[config.mk]
export PLATFORM = sky130hd
export DESIGN_NAME = lsu_mem_master
export DESIGN_NICKNAME = d
export VERILOG_FILES = /design/src/rtl/lsu_mem_master.sv
export SDC_FILE = /design/constraint.sdc
export NUM_CORES = 1
export LEC_CHECK = 0
export ABC_AREA = 1
export BUFFER_PORTS_ARGS = -buffer_cell sky130_fd_sc_hd__buf_4
export CORE_UTILIZATION = 31
export DETAILED_ROUTE_END_ITERATION = 6
export SYNTH_ARGS = -nofsm -noshare
export SYNTH_HDL_FRONTEND = slang
export SYNTH_SLANG_ARGS = --single-unit
[constraint.sdc]
create_clock -name i_clk -period 1.45 [get_ports i_clk]
set_input_delay 0.2175 -clock i_clk [delete_from_list [all_inputs] [get_ports i_clk]]
set_output_delay 0.2175 -clock i_clk [all_outputs]
set_load 0.005 [all_outputs]
[src/rtl/lsu_mem_master.sv]
// Load/store initiator for a single-port, word-indexed data memory: byte/half/word
// loads with extension, sub-word stores by read-modify-write. Optional macro LSU_MISALIGN_TRAP_EN.
module lsu_mem_master #(
  parameter int MEM_AW = 5
) (
  input  logic        i_clk,
  input  logic        i_rst_n,
  input  logic        i_req_valid,
  output logic        o_req_ready,
  input  logic        i_req_we,
  input  logic [1:0]  i_req_size,
  input  logic        i_req_unsigned,
  input  logic [31:0] i_req_addr,
  input  logic [31:0] i_req_wdata,
  output logic        o_rsp_valid,
  output logic [31:0] o_rsp_rdata,
  output logic        o_rsp_err,
  output logic        o_mem_we,
  output logic [31:0] o_mem_addr,
  output logic [31:0] o_mem_wdata,
  input  logic [31:0] i_mem_rdata
);

  typedef enum logic [1:0] {
    ST_IDLE = 2'd0,
    ST_RD   = 2'd1,
    ST_WR   = 2'd2,
    ST_RESP = 2'd3
  } state_t;

  localparam logic [1:0] SZ_BYTE = 2'b00;
  localparam logic [1:0] SZ_HALF = 2'b01;
  localparam logic [1:0] SZ_WORD = 2'b10;
  localparam logic [1:0] SZ_RSVD = 2'b11;

  state_t      state_r;
  logic        req_ready_r;
  logic        rsp_valid_r;
  logic [31:0] rsp_rdata_r;
  logic        rsp_err_r;
  logic        mem_we_r;
  logic [31:0] mem_addr_r;
  logic [31:0] mem_wdata_r;
  logic        we_r;
  logic [1:0]  size_r;
  logic        unsigned_r;
  logic [1:0]  lane_r;
  logic [31:0] wdata_r;

  logic [1:0]  size_norm_s;
  logic [1:0]  lane_s;
  logic        err_s;
  logic [31:0] idx_s;
  logic        unused_addr_s;

  // Pull out the addressed lane of a memory word and extend it to 32 bits.
  function automatic logic [31:0] load_extend(input logic [31:0] word, input logic [1:0] size,
                                              input logic [1:0] lane, input logic uns);
    logic [7:0]  b;
    logic [15:0] h;
    logic [31:0] r;
    case (lane)
      2'd0:    b = word[7:0];
      2'd1:    b = word[15:8];
      2'd2:    b = word[23:16];
      2'd3:    b = word[31:24];
      default: b = 8'h00;
    endcase
    h = lane[1] ? word[31:16] : word[15:0];
    case (size)
      SZ_BYTE: r = uns ? {24'h000000, b} : {{24{b[7]}}, b};
      SZ_HALF: r = uns ? {16'h0000, h} : {{16{h[15]}}, h};
      default: r = word;
    endcase
    return r;
  endfunction

  // Replace only the addressed lane of the word read back from memory.
  function automatic logic [31:0] store_merge(input logic [31:0] word, input logic [31:0] wd,
                                              input logic [1:0] size, input logic [1:0] lane);
    logic [31:0] r;
    r = word;
    case (size)
      SZ_BYTE: begin
        case (lane)
          2'd0:    r[7:0]   = wd[7:0];
          2'd1:    r[15:8]  = wd[7:0];
          2'd2:    r[23:16] = wd[7:0];
          2'd3:    r[31:24] = wd[7:0];
          default: r = word;
        endcase
      end
      SZ_HALF: begin
        if (lane[1]) begin
          r[31:16] = wd[15:0];
        end else begin
          r[15:0] = wd[15:0];
        end
      end
      default: r = wd;
    endcase
    return r;
  endfunction

  assign idx_s         = {{(30 - MEM_AW){1'b0}}, i_req_addr[MEM_AW+1:2]};
  assign unused_addr_s = ^i_req_addr[31:MEM_AW+2];

  // Decode request size, aligned lane offset and misalignment error.
  always_comb begin
    size_norm_s = i_req_size;
    lane_s      = i_req_addr[1:0];
    err_s       = 1'b0;
    case (i_req_size)
      SZ_BYTE: lane_s = i_req_addr[1:0];
      SZ_HALF: lane_s = {i_req_addr[1], 1'b0};
      SZ_WORD: lane_s = 2'b00;
      SZ_RSVD: begin
        size_norm_s = SZ_WORD;
        lane_s      = 2'b00;
      end
      default: lane_s = 2'b00;
    endcase
`ifdef LSU_MISALIGN_TRAP_EN
    if ((i_req_size == SZ_HALF && i_req_addr[0]) ||
        (i_req_size == SZ_WORD && i_req_addr[1:0] != 2'b00) ||
        (i_req_size == SZ_RSVD)) begin
      err_s = 1'b1;
    end else begin
      err_s = 1'b0;
    end
`else
    err_s = 1'b0;
`endif
  end

  // Request/response FSM; every output is driven straight from a register.
  always_ff @(posedge i_clk or negedge i_rst_n) begin
    if (!i_rst_n) begin
      state_r     <= ST_IDLE;
      req_ready_r <= 1'b0;
      rsp_valid_r <= 1'b0;
      rsp_rdata_r <= 32'h0000_0000;
      rsp_err_r   <= 1'b0;
      mem_we_r    <= 1'b0;
      mem_addr_r  <= 32'h0000_0000;
      mem_wdata_r <= 32'h0000_0000;
      we_r        <= 1'b0;
      size_r      <= 2'b00;
      unsigned_r  <= 1'b0;
      lane_r      <= 2'b00;
      wdata_r     <= 32'h0000_0000;
    end else begin
      case (state_r)
        ST_IDLE: begin
          if (!req_ready_r) begin
            req_ready_r <= 1'b1;
          end else if (i_req_valid) begin
            req_ready_r <= 1'b0;
            we_r        <= i_req_we;
            size_r      <= size_norm_s;
            unsigned_r  <= i_req_unsigned;
            lane_r      <= lane_s;
            wdata_r     <= i_req_wdata;
            mem_addr_r  <= idx_s;
            if (err_s) begin
              rsp_valid_r <= 1'b1;
              rsp_err_r   <= 1'b1;
              rsp_rdata_r <= 32'h0000_0000;
              state_r     <= ST_RESP;
            end else if (i_req_we && size_norm_s == SZ_WORD) begin
              mem_wdata_r <= i_req_wdata;
              mem_we_r    <= 1'b1;
              state_r     <= ST_WR;
            end else begin
              state_r <= ST_RD;
            end
          end
        end
        ST_RD: begin
          if (we_r) begin
            mem_wdata_r <= store_merge(i_mem_rdata, wdata_r, size_r, lane_r);
            mem_we_r    <= 1'b1;
            state_r     <= ST_WR;
          end else begin
            rsp_rdata_r <= load_extend(i_mem_rdata, size_r, lane_r, unsigned_r);
            rsp_err_r   <= 1'b0;
            rsp_valid_r <= 1'b1;
            state_r     <= ST_RESP;
          end
        end
        ST_WR: begin
          mem_we_r    <= 1'b0;
          rsp_rdata_r <= 32'h0000_0000;
          rsp_err_r   <= 1'b0;
          rsp_valid_r <= 1'b1;
          state_r     <= ST_RESP;
        end
        ST_RESP: begin
          rsp_valid_r <= 1'b0;
          rsp_err_r   <= 1'b0;
          rsp_rdata_r <= 32'h0000_0000;
          req_ready_r <= 1'b1;
          state_r     <= ST_IDLE;
        end
        default: begin
          mem_we_r    <= 1'b0;
          rsp_valid_r <= 1'b0;
          req_ready_r <= 1'b0;
          state_r     <= ST_IDLE;
        end
      endcase
    end
  end

  assign o_req_ready = req_ready_r;
  assign o_rsp_valid = rsp_valid_r;
  assign o_rsp_rdata = rsp_rdata_r;
  assign o_rsp_err   = rsp_err_r;
  assign o_mem_we    = mem_we_r;
  assign o_mem_addr  = mem_addr_r;
  assign o_mem_wdata = mem_wdata_r;

endmodule

# Yosys cells after proc, flatten, opt, wreduce, memory -nomap -nowiden
# Index checks and enable logic that the tools add are counted.
[totals]
ff_bits = 113
wordCells = 83
[classes]
eq_ne = 16
n_mux = 38
n_bitwise = 1
n_reduce_logical = 15
[op_table]
columns = ["cell", "count"]
rows = [
  ["32-bit case mux with 2 select lines", 4],
  ["32-bit 2-to-1 mux", 7],
  ["16-bit 2-to-1 mux", 3],
  ["8-bit 2-to-1 mux", 4],
  ["8-bit case mux with 4 select lines", 1],
  ["2-bit equality test (second input constant)", 7],
  ["2-bit inequality test (second input constant)", 5],
  ["5-bit AND reduction", 2],
  ["1-bit 2-to-1 mux", 9],
  ["2-bit by 1-bit equality test with 1-bit output (second input constant)", 4],
  ["2-bit logical NOT", 4],
  ["2-bit 2-to-1 mux", 4],
  ["2-bit case mux with 4 select lines", 1],
  ["1-bit case mux with 3 select lines", 2],
  ["2-bit case mux with 3 select lines", 1],
  ["1-bit case mux with 2 select lines", 2],
  ["2-bit AND reduction", 2],
  ["2-bit nonzero test", 2],
  ["2-bit OR reduction", 2],
  ["3-bit AND reduction", 1],
  ["3-bit nonzero test", 1],
  ["1-bit logical AND", 1],
  ["1-bit NOT", 1],
]

# Logic depth before layout (Yosys ltp)
# Gate-level depths: netlist (run 1).
[logic_depth]
word_depth = 8
depth_mapped = 10
mapped_depth_nobuf = 9

# Least setup slack after synthesis (run 1)
# OpenSTA, ideal clock, no wires.
[synth_path]
path_type = "flip-flop to flip-flop"
from = "reg state_r[0]"
to = "reg mem_wdata_r[1] (netlist: o_mem_wdata[1])"
arrival_time_ns = 1.407
t_required_ns = 1.330
slack_ns = -0.077
stages_incl_launch_ff = 11
n_path_buf = 1
synth_period_minus_slack_ns = 1.527
path_cell_list = "dfrtp_1 > inv_1 > ha_1 > inv_2 > a21oi_1 > inv_1 > nand3_2 > buf_2 > nor2_1 > o21ai_1 > nand2_1"
[synth_between]
elab_chain_cells = 3
elab_cells_between_ends = 9
classes_between = "eq/ne: 5; mux: 1; reduce/logical: 3"
[synth_lines]
columns = ["item", "line", "text"]
rows = [
  ["start, declared", "36", "state_t state_r;"],
  ["start signal, assigned", "139", "state_r <= ST_IDLE;"],
  ["start signal, assigned", "169", "state_r <= ST_RESP;"],
  ["start signal, assigned", "173", "state_r <= ST_WR;"],
  ["2-bit by 1-bit equality test with 1-bit output or 2-bit logical NOT (tied branches)", "153", "case (state_r)"],
  ["2-bit inequality test (no source line) or 2-bit nonzero test (tied branches)", "n/a", ""],
  ["5-bit AND reduction (no source line)", "n/a", ""],
  ["end signal, assigned", "171", "mem_wdata_r <= i_req_wdata;"],
  ["end signal, assigned", "181", "mem_wdata_r <= store_merge(i_mem_rdata, wdata_r, size_r, lane_r);"],
  ["end, declared", "43", "logic [31:0] mem_wdata_r;"],
]
# Parallel ways exist; a longest one is shown, timed or not.
# A chain may end at the register's enable or synchronous reset.

# Final worst setup path (run 1)
[layout_path]
from = "reg state_r[0]"
to = "reg mem_wdata_r[15] (netlist: o_mem_wdata[15])"
# The elaborated chain is that of the path after synthesis.

==> run metrics, run 1 <==
failing checks setup timing; combinational power share 62.6%; clock sink count 112; Seq cells post-synth 112; clock latency on the worst-skew pair 0.37 ns; largest net degree at the start of global routing 64; clock buffer count from CTS 9; vias post-DR ~6500; Starting Density 31.53%; maximum clock path buffer count 2; arrival time worst endpoint 1.92 ns; post-synthesis sequential area ratio 44.07%; Post-Place Cells between 1000 and 1500; synthesized instance count 860; row cnt 52; final cell area excluding filler cells a little over 9000 um2; Synth Warn # 0; Final #Nets 1170; area taken by flip-flops and latches 2805 um2; Top Ports a little over 200; final worst slack -0.2147 ns; leakage 4.657 nW; crit end category register; net switching power figure 9.629 mW; Startpoint Class register; top cells by area, synth dfrtp_1, nand2_1, a21oi_1, o21ai_0, inv_1; die area 21090 um2; drt initial violations just under 400; Fill cells 2022; crit-path cells inv_2 -> ha_4 -> inv_6 -> a21oi_4 -> inv_2 -> nand3_4 -> buf_12 -> buf_16 -> a21oi_1 -> nand2_1 -> nand2_1; Final Core Density between 40% and 50%; antenna cell count 0; netlist area before placement 6360 um2; CTS tree done; fin crit period 1.665 ns; final hold vios 0; chip height roughly 150 um; Int Pwr 13.13 mW; WS Path Type reg2reg; Synth cell types 31; CP required 1.71 ns; dpl ws -0.2631 ns; Area Overhead vs Synth 45.94%; CP max stage delay 0.44 ns; CP Max Fanout 8; RSZ-0062 raised after global routing true; maximum VDD drop 1.094 mV; status complete, but fails checks; share of layout cells above drive strength 1 37.27%; total grt overflow 0; cell accounting for the most synthesized area dfrtp_1; Worst Hold Slack roughly 0.046 ns; commonest non-fill, non-tap cells in the layout nand2_1, buf_4, dfrtp_1; worst hold path type in2reg; max_cap viols 0; Peak Freq 600.7 MHz; initial antenna violation count 0; core region area 20170 um2; Routed Wire Length 22470 um; Final Skew a little over 0.01 ns; multi-input logic area 3324 um2; Avg Cell Area, Syn around 7.4 um2; final-report setup violation count 100; Max Transition Viols Final 0; clock edge transition at the registers on the reported setup and hold paths 0.07 ns; RePlAce Congestion 0.9206; Routed WL per cell 16.80 um; clock share of power 12.1%; Finished Layout Cells 1338; PnR Total Power roughly 23 mW; root buf cell clkbuf_16; vias per cell about 4.8; Remaining DRCs 0; # port buffers roughly 150; Fin Setup TNS -11.72 ns; Final ANT Viol Nets 0; H-tree depth 3; overall routing resource usage 21.75%; number of global-route vias before repair 6418; register share of total power about a quarter; pwr dens between 2000 and 2500 nW/um2; slowest cell on the critical path dfrtp_2; first-pass GRT wire length 35330 um; placed inst area 8103 um2; switching part of the total 42.31%; post-DP HPWL 15760 um; DRT Pass-1 Iters 5; most common cell after layout, fill and taps aside nand2_1; Yosys top cell area share 44.07%; Final Cycle Share 114.8%; Die W about 150 um
==> layer usage <==
layer | vias to the layer above | GRT usage, % | part of all wire [%]
li1 | 3120 | - | -
met1 | 3051 | 28.56 | 43
met4 | 0 | 6.263 | 1.9
met5 | - | 0 | 0
met3 | 31 | 5.975 | 7.9
met2 | 287 | 34.93 | 47
==> worst paths after layout <==
path	end	slack (ns)	from	cells after the start
setup / recovery	o_mem_wdata[15]$_DFFE_PN0P_	-0.21	state_r[0]$_DFFE_PN0P_	11
hold / removal	o_mem_addr[0]$_DFFE_PN0P_	0.05	i_req_addr[2]	3
setup reg to reg	o_mem_wdata[15]$_DFFE_PN0P_	-0.21	state_r[0]$_DFFE_PN0P_	11
hold reg to reg	o_mem_addr[0]$_DFFE_PN0P_	0.48	o_mem_addr[0]$_DFFE_PN0P_	2
max in group asynchronous	wdata_r[16]$_DFFE_PN0P_	0.71	i_rst_n	3
min in group asynchronous	o_mem_addr[1]$_DFFE_PN0P_	0.18	i_rst_n	2
==> state kept, by name, indices dropped and copies added, names as in the netlist <==
name / cells
we_r: 1
o_rsp_rdata: 32
o_rsp_valid: 1
o_mem_addr: 5
o_mem_we: 1
state_r: 2
unsigned_r: 1
lane_r: 2
size_r: 2
o_mem_wdata: 32
o_req_ready: 1
wdata_r: 32
==> worst max-delay path, delay by kind of cell, from the launching register on <==
family	cells	cell delay [ns]
buf+inv	5	0.50
flops	1	0.44
simple gates	3	0.28
fa+ha+maj	1	0.17
compound gates	2	0.16
==> power by group through the flow <==
stage	Combinational, mW	Clock (mW)	Sequential, mW
finish	14.3	2.75	5.76
global route	15.6	2.93	5.91
CTS	13.8	2.83	5.72
detailed placement	10.4	0	5.71
global placement	10.3	0	5.71
floorplan	6.05	0	5.48
==> synth_stat cells <==
cell and number:
o21ai_4 1, buf_4 30, buf_12 1, dfrtp_1 112
nor2_4 3, inv_2 8, o21ai_1 11, nand2_2 26
inv_1 65, conb_1 1, nand3_1 25, nand3_2 2
buf_2 18, nand2_1 295, o32ai_1 1, nor2_1 39
nor2_2 2, or2_2 3, ha_1 4, o2111ai_1 7
clkbuf_1 17, buf_6 5, a21oi_1 88, o21ai_0 64
nand3b_1 1, nand4_1 5, or2_1 4, nand3_4 2
o21bai_2 1, o211ai_1 17, clkinv_1 2
==> cells by family (layout without fill, tap and decap cells) <==
group / Yosys count / after routing / share of synthesized area [%]
other: 1 / 28 / 0.05896
and+or+nand+nor: 407 / 407 / 27.13
AOI/OAI and AO/OA: 190 / 190 / 16.37
buffers and inverters: 146 / 327 / 11.59
DFF: 112 / 112 / 44.07
adders and majority gates: 4 / 4 / 0.7870
==> area by class of cell <==
cell class	count	area share (%)
inverters	75	3.195
multi-input cells	629	35.82
clock buffers	10	2.467
clock inverters	6	0.9706
repair buffers	236	23.69
flip-flops and latches	112	30.22
well taps	270	3.640
==> what timing repair did <==
item | 4_1_cts | 5_1_grt
gates resized for setup | 116 | 28
cloned | 10 | 0
hold buffers | 1 | 0
setup buffers | 9 | 4
pin swaps | 27 | 23
endpoints found under the setup margin | 103 | 110
endpoints found under the hold margin | 112 | 0
Note: power is estimated with default switching activity, not from simulation.
==> run 2: changes to the inputs <==
ABC_CLOCK_PERIOD_IN_PS = 1450   (was default)
HOLD_SLACK_MARGIN = 0.15   (was default)
==> run metrics, run 2 (synthesis results as in run 1) <==
clock edge transition at the registers on the reported setup and hold paths 0.08 ns (was 0.07 ns); maximum clock path buffer count 2 (unchanged); root buf cell clkbuf_16 (unchanged); Startpoint Class register (unchanged); clock sink count 112 (unchanged); RSZ-0062 raised after global routing true (unchanged); RePlAce Congestion 0.9206 (unchanged); chip height 145.2 um (unchanged); initial antenna violation count 0 (unchanged); r2r worst-path depth 11 (unchanged); clock buffer count from CTS 9 (unchanged); post-DP HPWL 15760 um (unchanged); Fill cells 1924 (was 2022); arrival time worst endpoint 1.94 ns (was 1.92 ns); area taken by flip-flops and latches 2805 um2 (unchanged); worst hold path type in2reg (unchanged); drt initial violations 423 (was 398); Die W 145.2 um (unchanged); Final #Nets 1209 (was 1170); Starting Density 31.53% (unchanged); commonest non-fill, non-tap cells in the layout nand2_1, buf_4, dfrtp_1 (unchanged); max_cap viols 0 (unchanged); most common cell after layout, fill and taps aside nand2_1 (unchanged); Top Ports 203 (unchanged); Finished Layout Cells 1377 (was 1338); Peak Freq 597.5 MHz (was 600.7 MHz); # port buffers 149 (unchanged); CTS tree done (unchanged); Final Skew 0.01125 ns (was 0.01012 ns); die area 21090 um2 (unchanged); final worst slack -0.2237 ns (was -0.2147 ns); first-pass GRT wire length 35690 um (was 35330 um); WS Path Type reg2reg (unchanged); Final ANT Viol Nets 0 (unchanged); Remaining DRCs 0 (unchanged); crit end category register (unchanged); fin crit period 1.674 ns (was 1.665 ns); vias per cell 4.944 (was 4.850); status complete, but fails checks (unchanged); Area Overhead vs Synth 58.04% (was 45.94%); core region area 20170 um2 (unchanged); clock latency on the worst-skew pair 0.37 ns (about the same); share of layout cells above drive strength 1 42.64% (was 37.27%); H-tree depth 3 (unchanged); PnR Total Power 23.97 mW (was 22.76 mW); pwr dens 2385 nW/um2 (was 2452 nW/um2); Final Core Density 49.83% (was 46.02%); Routed WL per cell 17.55 um (was 16.80 um); total grt overflow 0 (unchanged); largest net degree at the start of global routing 64 (unchanged); CP Max Fanout 8 (unchanged); Worst Hold Slack 0.1381 ns (was 0.04636 ns); CP max stage delay 0.44 ns (about the same); DRT Pass-1 Iters 5 (unchanged); Max Transition Viols Final 0 (unchanged); maximum VDD drop 1.186 mV (was 1.094 mV); Final Cycle Share 115.4% (was 114.8%); Routed Wire Length 24160 um (was 22470 um); final hold vios 0 (unchanged); row cnt 52 (unchanged); multi-input logic area 3597 um2 (was 3324 um2); final-report setup violation count 103 (was 100); antenna cell count 0 (unchanged); crit-path cells inv_2 -> ha_4 -> inv_6 -> a21oi_4 -> inv_2 -> nand3_4 -> buf_12 -> buf_16 -> a21oi_1 -> nand2_1 -> nand2_1 (unchanged); leakage 4.958 nW (was 4.657 nW); slowest cell on the critical path dfrtp_2 (unchanged); overall routing resource usage 21.92% (was 21.75%); CP required 1.71 ns (about the same); worst hold path stage count 3 (unchanged); Post-Place Cells 1300 (unchanged); vias post-DR 6808 (was 6489); number of global-route vias before repair 6519 (was 6418); failing checks setup timing (unchanged)
==> run 2: worst paths after layout <==
kind,start,to,slack (ns)
setup / recovery,state_r[0]$_DFFE_PN0P_,o_mem_wdata[15]$_DFFE_PN0P_,-0.22
hold / removal,i_req_wdata[29],wdata_r[29]$_DFFE_PN0P_,0.14
setup reg to reg,state_r[0]$_DFFE_PN0P_,o_mem_wdata[15]$_DFFE_PN0P_,-0.22
hold reg to reg,o_rsp_rdata[25]$_DFFE_PN0P_,o_rsp_rdata[25]$_DFFE_PN0P_,0.48
max in group asynchronous,i_rst_n,o_mem_wdata[20]$_DFFE_PN0P_,0.72
min in group asynchronous,i_rst_n,o_mem_addr[1]$_DFFE_PN0P_,0.18
==> run 2: final cells by class <==
type                            count  share of cell area (%)
Clock buffer                       10                   2.278
Inverter                           75                   3.075
Timing Repair Buffer              274                   26.58
Timing Repair inverter              1                  0.1120
Sequential cell                   112                   27.91
Tap cell                          270                   3.361
Clock inverter                      6                  0.8963
Multi-Input combinational cell    629                   35.79
==> run 2: power breakdown <==
part,total (mW),internal [mW],leakage [nW],switching (mW)
registers,5.89,4.63,1.40,1.25
logic,15.3,7.52,3.41,7.80
clock network,2.77,1.53,0.153,1.24
==> run 2: stage by stage <==
| step | instance area [um2] | setup TNS (ns) | setup slack (ns) |
|---|---|---|---|
| 6_report | 10050 | -14.27 | -0.2237 |
| 5_1_grt | 10050 | -22.39 | -0.2914 |
| 4_1_cts | 9413 | -10.04 | -0.1846 |
| 3_5_place_dp | 8103 | -12.30 | -0.2631 |
| 3_3_place_gp | 8103 | -7.644 | -0.1917 |
| 2_1_floorplan | 6470 | -0.9983 | -0.04743 |
==> run 2: metal layers <==
| layer | part of all wire [%] | global-route usage (%) | wire (um) |
|---|---|---|---|
| met5 | 0 | 0 | 0 |
| met4 | 2.5 | 6.263 | 605 |
| met3 | 7.6 | 5.377 | 1838 |
| met2 | 48 | 35.77 | 11490 |
| met1 | 42 | 28.72 | 10230 |
==> run 2: repair_timing <==
item                                    in CTS  in global routing
hold buffers                                25                  2
pin swaps                                   27                 27
setup buffers                                9                  9
endpoints found under the setup margin     103                110
endpoints found under the hold margin      137                  2
resized for setup                          116                156
cloned                                      10                 10
==> run 2: critical path, delay by kind of cell (launching register included) <==
kind | cells | cell delay (ns)
simple gates | 3 | 0.26
fa+ha+maj | 1 | 0.18
buf+inv | 5 | 0.51
compound gates | 2 | 0.17
flops | 1 | 0.44
==> run 3: changes to the inputs <==
MAX_ROUTING_LAYER = met4   (was default)
==> run metrics, run 3 (synthesis results as in run 1) <==
Finished Layout Cells 1361 (was 1377); Int Pwr 12.10 mW (was 13.68 mW); vias per cell 4.788 (was 4.944); Routed WL per cell 17.08 um (was 17.55 um); status complete, but fails checks (unchanged); crit-path cells buf_6 -> ha_4 -> a21oi_4 -> nand3b_1 -> buf_4 -> clkbuf_16 -> a21oi_1 -> nand3_1 -> nand2_1 (was inv_2 -> ha_4 -> inv_6 -> a21oi_4 -> inv_2 -> nand3_4 -> buf_12 -> buf_16 -> a21oi_1 -> nand2_1 -> nand2_1); placed inst area 8088 um2 (was 8103 um2); root buf cell clkbuf_16 (unchanged); CP endpoint o_rsp_rdata[5]$_DFFE_PN0P_ (was o_mem_wdata[15]$_DFFE_PN0P_); worst setup path startpoint state_r[0]$_DFFE_PN0P_ (unchanged); antenna cell count 0 (unchanged); clock share of power 12.3% (was 11.6%); worst hold path type in2reg (unchanged); Startpoint Class register (unchanged); # port buffers 149 (unchanged); Remaining DRCs 0 (unchanged); maximum clock path buffer count 2 (unchanged); clock buffer count from CTS 9 (unchanged); chip height 145.2 um (unchanged); Fill cells 2002 (was 1924); initial antenna violation count 0 (unchanged); Peak Freq 604.2 MHz (was 597.5 MHz); final hold vios 0 (unchanged); Area Overhead vs Synth 49.16% (was 58.04%); leakage 4.751 nW (was 4.958 nW); CTS tree done (unchanged); slowest cell on the critical path dfrtp_1 (was dfrtp_2); CP max stage delay 0.41 ns (was 0.44 ns); H-tree depth 3 (unchanged); clock sink count 112 (unchanged); drt initial violations 445 (was 423); commonest non-fill, non-tap cells in the layout nand2_1, buf_4, dfrtp_1 (unchanged); max_cap viols 0 (unchanged); Critical Path Stages 9 (was 11); arrival time worst endpoint 1.97 ns (was 1.94 ns); Starting Density 31.53% (unchanged); Routed Wire Length 23250 um (was 24160 um); clock latency on the worst-skew pair 0.37 ns (about the same); Final #Nets 1193 (was 1209); net switching power figure 9.441 mW (was 10.29 mW); WP buf/inv 3 (was 5); row cnt 52 (unchanged); RePlAce Congestion 0.8875 (was 0.9206); RSZ-0062 raised after global routing true (unchanged); Top Ports 203 (unchanged); die area 21090 um2 (unchanged); CP top delay family buffers and inverters (unchanged); DRT Pass-1 Iters 4 (was 5); Final Skew 0.01053 ns (was 0.01125 ns); number of global-route vias before repair 6181 (was 6519); fin crit period 1.655 ns (was 1.674 ns); pwr dens 2270 nW/um2 (was 2385 nW/um2); Die W 145.2 um (unchanged); post-DP HPWL 15970 um (was 15760 um); CP Max Fanout 13 (was 8); register share of total power 27.1% (was 24.6%); final worst slack -0.2050 ns (was -0.2237 ns); maximum VDD drop 1.281 mV (was 1.186 mV); WS Path Type reg2reg (unchanged); r2r worst-path depth 9 (was 11); final-report setup violation count 103 (unchanged); Reg-to-Reg Start state_r[0]$_DFFE_PN0P_ (unchanged); final cell area excluding filler cells 9487 um2 (was 10050 um2); Final ANT Viol Nets 0 (unchanged); R2R Setup Slk -0.21 ns (was -0.22 ns); Post-Place Cells 1298 (was 1300); Max Transition Viols Final 0 (unchanged); share of layout cells above drive strength 1 36.66% (was 42.64%); core region area 20170 um2 (unchanged); total grt overflow 0 (unchanged); combinational power share 60.7% (was 63.9%); largest net degree at the start of global routing 78 (was 64); overall routing resource usage 21.58% (was 21.92%); failing checks setup timing (unchanged); Final Cycle Share 114.1% (was 115.4%); CP required 1.77 ns (was 1.71 ns); crit end category register (unchanged); first-pass GRT wire length 34120 um (was 35690 um); dpl ws -0.2400 ns (was -0.2631 ns); clock edge transition at the registers on the reported setup and hold paths 0.08 ns (about the same); most common cell after layout, fill and taps aside nand2_1 (unchanged); switching part of the total 43.84% (was 42.94%); Reg2Reg Capture Point o_rsp_rdata[5]$_DFFE_PN0P_ (was o_mem_wdata[15]$_DFFE_PN0P_); vias post-DR 6516 (was 6808)
[run 3: cell count changes in the layout (fill, tap and decap cells not counted), moves of 6 or more]
cell and delta:
a21oi_2 -14, o21ai_2 -7, nor2_1 +9, nand2_2 -26, nor2_2 -6, buf_6 -7, buf_16 -6, a21oi_1 +15
o21ai_0 +14, nand2_1 +27, o21ai_1 -7
[run 3: final cells by class]
cell class                      count  area, um2  share of cell area [%]
Clock buffer                       10      239.0                   2.519
Clock inverter                      6      68.82                  0.7254
Inverter                           75      302.8                   3.192
Tap cell                          270      337.8                   3.561
Timing Repair Buffer              259       2352                   24.80
Multi-Input combinational cell    629       3379                   35.62
Sequential cell                   112       2806                   29.58
[run 3: layer usage]
| layer | vias up | global-route usage, % | wire length, um |
|---|---|---|---|
| met1 | 3075 | 28.80 | 10400 |
| met3 | 29 | 3.648 | 1393 |
| met5 | - | - | 0 |
| met2 | 241 | 33.70 | 11030 |
| met4 | 0 | 6.053 | 422 |
| li1 | 3171 | - | - |
[run 3: metrics by stage]
step	setup TNS (ns)	utilization [%]	hold WS [ns]	power [mW]
finish	-15.69	47.03	0.1350	21.54
global route	-21.79	47.03	0.1518	23.02
CTS	-6.367	44.14	0.1516	19.98
floorplan	-0.9983	-	-0.07809	11.54
detailed placement	-10.98	40.10	0.2998	16.18
global placement	-7.551	40.10	0.2911	16.06
[run 3: how the worst min path moves through the flow]
stage / startpoint / end / cells after the start
after floorplan: i_rst_n / lane_r[0]$_DFFE_PN0P_ / 0
after global placement: i_rst_n / o_mem_wdata[7]$_DFFE_PN0P_ / 2
after detailed placement: i_rst_n / o_mem_wdata[7]$_DFFE_PN0P_ / 2
after CTS: i_req_wdata[14] / wdata_r[14]$_DFFE_PN0P_ / 3
after global routing: i_req_wdata[29] / wdata_r[29]$_DFFE_PN0P_ / 3
final: i_req_wdata[14] / wdata_r[14]$_DFFE_PN0P_ / 3
[run 3: power groups by stage]
stage / registers [mW] / clock network, mW / logic, mW
floorplan: 5.48 / 0 / 6.05
global placement: 5.72 / 0 / 10.3
detailed placement: 5.70 / 0 / 10.5
CTS: 5.68 / 2.68 / 11.6
global route: 5.98 / 2.78 / 14.3
finish: 5.83 / 2.64 / 13.1
[run 3: what timing repair did]
| item | CTS | global route |
|---|---|---|
| endpoints found under the hold margin | 136 | 1 |
| setup endpoints to repair | 106 | 108 |
| pin swaps | 6 | 10 |
| buffers inserted | 4 | 7 |
| hold buffers | 25 | 1 |
| resized for setup | 51 | 120 |
| cloned | 2 | 10 |
[run 3: worst min-delay path, cell delays in order]
cell     delay, ns
buf_4         0.08
inv_1         0.06
o21ai_2       0.12
